--- src/rtl/replay_sequencer_if.sv ---
// Bundle of the serial-data stream, buffer write/read and replay handshake signals
// shared by the replay sequencer and whatever feeds and consumes it.
interface replay_sequencer_if #(
    parameter int DATA_W = 8,
    parameter int ADDR_W = 6
);
    logic              ready;
    logic [DATA_W-1:0] data;
    logic              record_en;
    logic              record_we;
    logic [ADDR_W-1:0] record_addr;
    logic              overflow;
    logic              replay_start;
    logic              replay_en;
    logic [ADDR_W-1:0] replay_addr;
    logic              replay_last;
    logic              replay_ack;
    logic              done;
    logic [ADDR_W:0]   length;

    modport master (
        output ready, data, replay_ack,
        input  record_en, record_we, record_addr, overflow, replay_start,
               replay_en, replay_addr, replay_last, done, length
    );

    modport slave (
        input  ready, data, replay_ack,
        output record_en, record_we, record_addr, overflow, replay_start,
               replay_en, replay_addr, replay_last, done, length
    );
endinterface

--- src/rtl/replay_sequencer.sv ---
// Record/replay controller: records non-marker words into an external buffer, replays
// them on START_MARK (once or looping) and re-arms recording on STOP_MARK.
module replay_sequencer #(
    parameter int                 DATA_W     = 8,
    parameter int                 ADDR_W     = 6,
    parameter logic [DATA_W-1:0]  START_MARK = DATA_W'(8'h30),
    parameter logic [DATA_W-1:0]  STOP_MARK  = DATA_W'(8'h31),
    parameter int                 LOOP       = 0
) (
    input logic               clk,
    input logic               rst,
    replay_sequencer_if.slave bus
);

    typedef enum logic [1:0] {RECORD, START, REPLAY, DONE} state_t;

    state_t            state, state_n;
    logic [ADDR_W:0]   length, length_n;
    logic              overflow, overflow_n;
    logic [ADDR_W-1:0] replay_addr, replay_addr_n;

    logic is_start, is_stop, is_word, full, at_last, we;

    always_comb begin
        is_start = bus.ready && (bus.data == START_MARK);
        is_stop  = bus.ready && (bus.data == STOP_MARK);
        is_word  = bus.ready && !is_start && !is_stop;
        // length == 2^ADDR_W is the only value with the top bit set
        full     = length[ADDR_W];
        at_last  = ({1'b0, replay_addr} == (length - 1'b1));
        we       = !rst && (state == RECORD) && is_word && !full;
    end

    always_comb begin
        state_n       = state;
        length_n      = length;
        overflow_n    = overflow;
        replay_addr_n = replay_addr;
        case (state)
            RECORD: begin
                if (we)
                    length_n = length + 1'b1;
                else if (is_word && full)
                    overflow_n = 1'b1;
                if (is_start && (length != '0))
                    state_n = START;
            end
            START: begin
                replay_addr_n = '0;
                state_n       = REPLAY;
            end
            REPLAY: begin
                if (bus.replay_ack) begin
                    if (!at_last)
                        replay_addr_n = replay_addr + 1'b1;
                    else if (LOOP != 0)
                        replay_addr_n = '0;
                    else
                        state_n = DONE;
                end
            end
            default: ;
        endcase
        // STOP wins over a same-cycle ack and wipes the previous take
        if ((state != RECORD) && is_stop) begin
            state_n       = RECORD;
            length_n      = '0;
            overflow_n    = 1'b0;
            replay_addr_n = '0;
        end
    end

    always_ff @(posedge clk) begin
        if (rst) begin
            state       <= RECORD;
            length      <= '0;
            overflow    <= 1'b0;
            replay_addr <= '0;
        end else begin
            state       <= state_n;
            length      <= length_n;
            overflow    <= overflow_n;
            replay_addr <= replay_addr_n;
        end
    end

    assign bus.record_en    = (state == RECORD);
    assign bus.record_we    = we;
    assign bus.record_addr  = length[ADDR_W-1:0];
    assign bus.overflow     = overflow;
    assign bus.replay_start = (state == START);
    assign bus.replay_en    = (state == REPLAY);
    assign bus.replay_addr  = replay_addr;
    assign bus.replay_last  = (state == REPLAY) && at_last;
    assign bus.done         = (state == DONE);
    assign bus.length       = length;

endmodule

--- src/flat_wrapper.sv ---
// flat-port wrapper written by rule: the top's interface ports become plain ports
module replay_sequencer_flat 
#(
    parameter int                 DATA_W     = 8,
    parameter int                 ADDR_W     = 6,
    parameter logic [DATA_W-1:0]  START_MARK = DATA_W'(8'h30),
    parameter logic [DATA_W-1:0]  STOP_MARK  = DATA_W'(8'h31),
    parameter int                 LOOP       = 0
)
  (clk, rst, bus_ready, bus_data, bus_replay_ack, bus_record_en, bus_record_we, bus_record_addr, bus_overflow, bus_replay_start, bus_replay_en, bus_replay_addr, bus_replay_last, bus_done, bus_length);
  replay_sequencer_if #(.DATA_W(DATA_W), .ADDR_W(ADDR_W)) bus_i ();
  input logic clk;
  input logic rst;
  input wire logic [$bits(bus_i.ready)-1:0] bus_ready;
  input wire logic [$bits(bus_i.data)-1:0] bus_data;
  input wire logic [$bits(bus_i.replay_ack)-1:0] bus_replay_ack;
  output wire logic [$bits(bus_i.record_en)-1:0] bus_record_en;
  output wire logic [$bits(bus_i.record_we)-1:0] bus_record_we;
  output wire logic [$bits(bus_i.record_addr)-1:0] bus_record_addr;
  output wire logic [$bits(bus_i.overflow)-1:0] bus_overflow;
  output wire logic [$bits(bus_i.replay_start)-1:0] bus_replay_start;
  output wire logic [$bits(bus_i.replay_en)-1:0] bus_replay_en;
  output wire logic [$bits(bus_i.replay_addr)-1:0] bus_replay_addr;
  output wire logic [$bits(bus_i.replay_last)-1:0] bus_replay_last;
  output wire logic [$bits(bus_i.done)-1:0] bus_done;
  output wire logic [$bits(bus_i.length)-1:0] bus_length;
  assign bus_i.ready = bus_ready;
  assign bus_i.data = bus_data;
  assign bus_i.replay_ack = bus_replay_ack;
  assign bus_record_en = bus_i.record_en;
  assign bus_record_we = bus_i.record_we;
  assign bus_record_addr = bus_i.record_addr;
  assign bus_overflow = bus_i.overflow;
  assign bus_replay_start = bus_i.replay_start;
  assign bus_replay_en = bus_i.replay_en;
  assign bus_replay_addr = bus_i.replay_addr;
  assign bus_replay_last = bus_i.replay_last;
  assign bus_done = bus_i.done;
  assign bus_length = bus_i.length;
  replay_sequencer #(.DATA_W(DATA_W), .ADDR_W(ADDR_W), .START_MARK(START_MARK), .STOP_MARK(STOP_MARK), .LOOP(LOOP)) u_core (.clk(clk), .rst(rst), .bus(bus_i));
endmodule
--- config.mk ---
export PLATFORM = sky130hd
export DESIGN_NAME = replay_sequencer_flat
export DESIGN_NICKNAME = d
export VERILOG_FILES = /design/src/rtl/replay_sequencer_if.sv /design/src/rtl/replay_sequencer.sv /design/src/flat_wrapper.sv
export SDC_FILE = /design/constraint.sdc
export NUM_CORES = 1
export LEC_CHECK = 0
export ABC_AREA = 1
export BUFFER_PORTS_ARGS = -buffer_cell sky130_fd_sc_hd__buf_2
export CAP_MARGIN = 20
export CORE_AREA = 2 2 80 63
export DETAILED_ROUTE_END_ITERATION = 7
export DIE_AREA = 0 0 82 65
export PLACE_DENSITY = 0.62
export SLEW_MARGIN = 20
export SYNTH_ARGS = -nofsm -noshare
export SYNTH_HDL_FRONTEND = slang
export SYNTH_SLANG_ARGS = --single-unit
--- constraint.sdc ---
create_clock -name clk -period 1.7 [get_ports clk]
set_input_delay 0.085 -clock clk [delete_from_list [all_inputs] [get_ports clk]]
set_output_delay 0.085 -clock clk [all_outputs]
set_load 0.05 [all_outputs]
==> key figures <==
Run status
  • Status: finished with violations
  • Failing checks: setup timing

Yosys
  • Average size of a mapped cell: 6.558 um2
  • Synthesized area: about 1300 um2
  • Net Count, Synth: 220
  • #FFs+latches synth: 16
  • Seq/Total Area, Yosys: 24.54%
  • Warnings from Yosys: 0
  • Synth Instances: 199
  • Count of cell types in the netlist: 30

Critical path
  • Buf+Inv Stages, Crit Path: 4
  • CP top delay family: simple AND/OR/NAND/NOR gates
  • Critical path class: reg2out
  • Worst Path Required: roughly 1.6 ns
  • Crit path DAT: between 1.5 and 2 ns
  • Slowest cell on the critical path: dfxtp_4
  • CP Capture Type: primary output
  • Critical path cell sequence: inv_4 -> ha_4 -> inv_2 -> nand2_2 -> nand2_1 -> nor2_1 -> nand3_2 -> nor2_4 -> nand3_4 -> clkinvlp_4 -> buf_8
  • Worst stage delay on the critical path: around 0.36 ns
  • Worst setup SP type: flop
  • CP max FO: 3

Pwr
  • Tot Pwr: roughly 0.0024 W
  • Seq pwr share: a little over a fifth
  • Clock network fraction of total power: approximately an eighth
  • Peak VDD IR: around 0.00076 V
  • Switching share of total power: between 50% and 60%
  • Combinational power share: ~65%
  • Pleak: roughly 0.87 nW
  • PwrDens: 1330 nW/um2
  • Internal cell power: ~0.0011 W
  • Switching power: around 0.0013 W

Routing
  • 1st-pass router iterations: 4
  • WL per Instance: 10.96 um
  • Routed vias: around 1,400
  • ANT nets after route: 0
  • Iteration-0 DRC Markers: 110
  • WL final: ~3400 um
  • # DRC: 0
  • Vias per inst: 4.456

Timing
  • RSZ-0062 raised after global routing: yes
  • Worst Skew: 0.006624 ns
  • Final setup viols: 6
  • Normalized max-slew margin: a little under two thirds
  • Final hold vios: 0
  • Final period util: 105.1%
  • Max Fclk: between 500 and 600 MHz
  • Period minus WS final: 1.787 ns
  • Setup WS post-layout: -0.08663 ns
  • Max-slew violations: 0
  • Worst-Margin Slew: approximately 0.55 ns

CTS
  • Clock Path Buffers: 2
  • CTS tree: built
  • Later-pin clock latency in the skew report: ~0.26 ns
  • # hold bufs at CTS: 0
  • CTS clk-pin slew, worst paths: about 0.080 ns
  • CTS root buffer: clkbuf_8
  • Total CTS buffers: 3
  • Clk sinks: 16
  • H-tree lvl count: 1

Global route
  • First-pass GRT wire length: 5547 um
  • GRT met1 Usage: a little under a fifth
  • GRT busiest layer: met2
  • Grt met3 use: 1.671%
  • Largest net degree at the start of global routing: 14
  • Vias in the first global route: about 1,200
  • Initial antenna violation count: 0
  • GRT overflow: 0
  • GRT Util Overall: 13.29%
  • Grt met2 use: 20.93%

Cells and area
  • Layout net count: between 200 and 300
  • Storage element area: 335.3 um2
  • Final Instance Count excl. Fillers: around 310
  • Layout Utilization: approximately two fifths
  • Multi-input logic area: slightly above 900 um2
  • Fill count: just over 500
  • Share of cells above drive strength 1: a little over two fifths
  • Most frequent cells in the layout: nand2_1 (43), buf_2 (35), nor2_1 (21), inv_1 (17)
  • Commonest non-fill, non-tap cell in the layout: nand2_1
  • Inserted Diodes: 0
  • Cell area after layout: between 1500 and 2000 um2
  • P&R area growth vs syn: 39.69%

Placement
  • Placer Congestion: roughly 0.77
  • Dpl cells: approximately 300
  • Setup slack at placement: 0.04923 ns
  • Area after DPL: approximately 1600 um2
  • Port Buffer Count: 37
  • Post-DP HPWL: ~2500 um

Floorplan
  • Die Width: slightly above 80 um
  • I/O pin count: 38
  • Die Ht: between 60 and 70 um
  • Initial Utilization: approximately 28%
  • Core area: 4624 um2
  • Die area: 5330 um2
  • FP Rows: 22

Flow run
  • MaxCap Viol Count: 0

Hold path
  • Hold Crit Class: in2reg
[synthesized netlist by cell type (all sizes together)]
cell type / count / area [um2]
inv: 26 / 97.60
nand3: 21 / 122.6
nand4: 4 / 25.02
dfxtp: 16 / 320.3
or2: 1 / 6.260
xor2: 3 / 26.28
buf: 10 / 80.07
o21a: 2 / 15.01
nor3: 1 / 5.000
o21ai: 3 / 15.01
nor4: 1 / 6.260
ha: 9 / 112.6
xnor2: 1 / 8.760
nand3b: 1 / 7.510
nand2: 50 / 197.7
o21bai: 1 / 18.77
a21oi: 15 / 75.07
nor3b: 2 / 15.01
a31oi: 1 / 6.260
nor2: 31 / 143.9
[routing by layer]
| metal | up-vias | part of all wire (%) | wire [um] |
|---|---|---|---|
| met5 | - | 0 | 0 |
| met4 | 0 | 1.3 | 45 |
| met3 | 5 | 3.9 | 131 |
| met2 | 36 | 46 | 1531 |
| met1 | 602 | 49 | 1656 |
| li1 | 725 | - | - |
[stage by stage]
step | TNS [ns] | hold slack [ns]
2_1_floorplan | -0.1569 | 0.3108
6_report | -0.2107 | 0.2042
4_1_cts | -0.1623 | 0.2129
3_3_place_gp | 0 | 0.4356
3_5_place_dp | 0 | 0.4377
5_1_grt | -0.9789 | 0.2794
[cell families after synthesis]
logic type                 count (synthesis)  synth area share, %
and+or+nand+nor                          112                40.56
buffers and inverters                     36                13.61
AOI/OAI and AO/OA                         22                9.971
DFF                                       16                24.54
adders and majority gates                  9                8.629
xor gates and xnor gates                   4                2.685
[area by class of cell]
type                    instances  area share [%]
clock buffers                   4           2.471
flip-flops and latches         16           18.39
multi-input cells             147           50.79
well taps                      60           4.118
repair buffers                 54           18.26
inverters                      26           5.971
[final timing paths]
check,start,end,slack [ns],cells after the start
hold / removal,bus_ready,u_core.bus.overflow,0.20,5
setup / recovery,u_core.bus.length[1],bus_replay_last,-0.09,11
setup reg to reg,u_core.bus.length[1],u_core.bus.replay_addr[1],-0.05,14
hold reg to reg,u_core.bus.overflow,u_core.bus.overflow,0.45,2
[worst min-delay path, cell delays in order]
cell and delay, ns:
buf_2 0.10, inv_1 0.06, nor2_1 0.06, nand3_1 0.06
a21oi_1 0.05
[power by group through the flow]
stage / Clock (W) / Sequential, W / Combinational [W]
4_1_cts: 0.000318 / 0.000529 / 0.00142
5_1_grt: 0.000328 / 0.000549 / 0.00173
6_report: 0.000323 / 0.000534 / 0.00157
3_5_place_dp: 0 / 0.000537 / 0.00140
3_3_place_gp: 0 / 0.000534 / 0.00138
2_1_floorplan: 0 / 0.000683 / 0.000921
[state kept, by name, summed over array words and instances, names as in the netlist]
register                flops
u_core.bus.replay_addr      6
u_core.state                2
u_core.bus.length           7
u_core.bus.overflow         1
[what timing repair did]
item,CTS,global route
pin swaps,1,6
setup buffers,2,3
setup endpoints to repair,2,15
cloned,0,0
resized for setup,5,28
(Power assumes the default switching activity.)
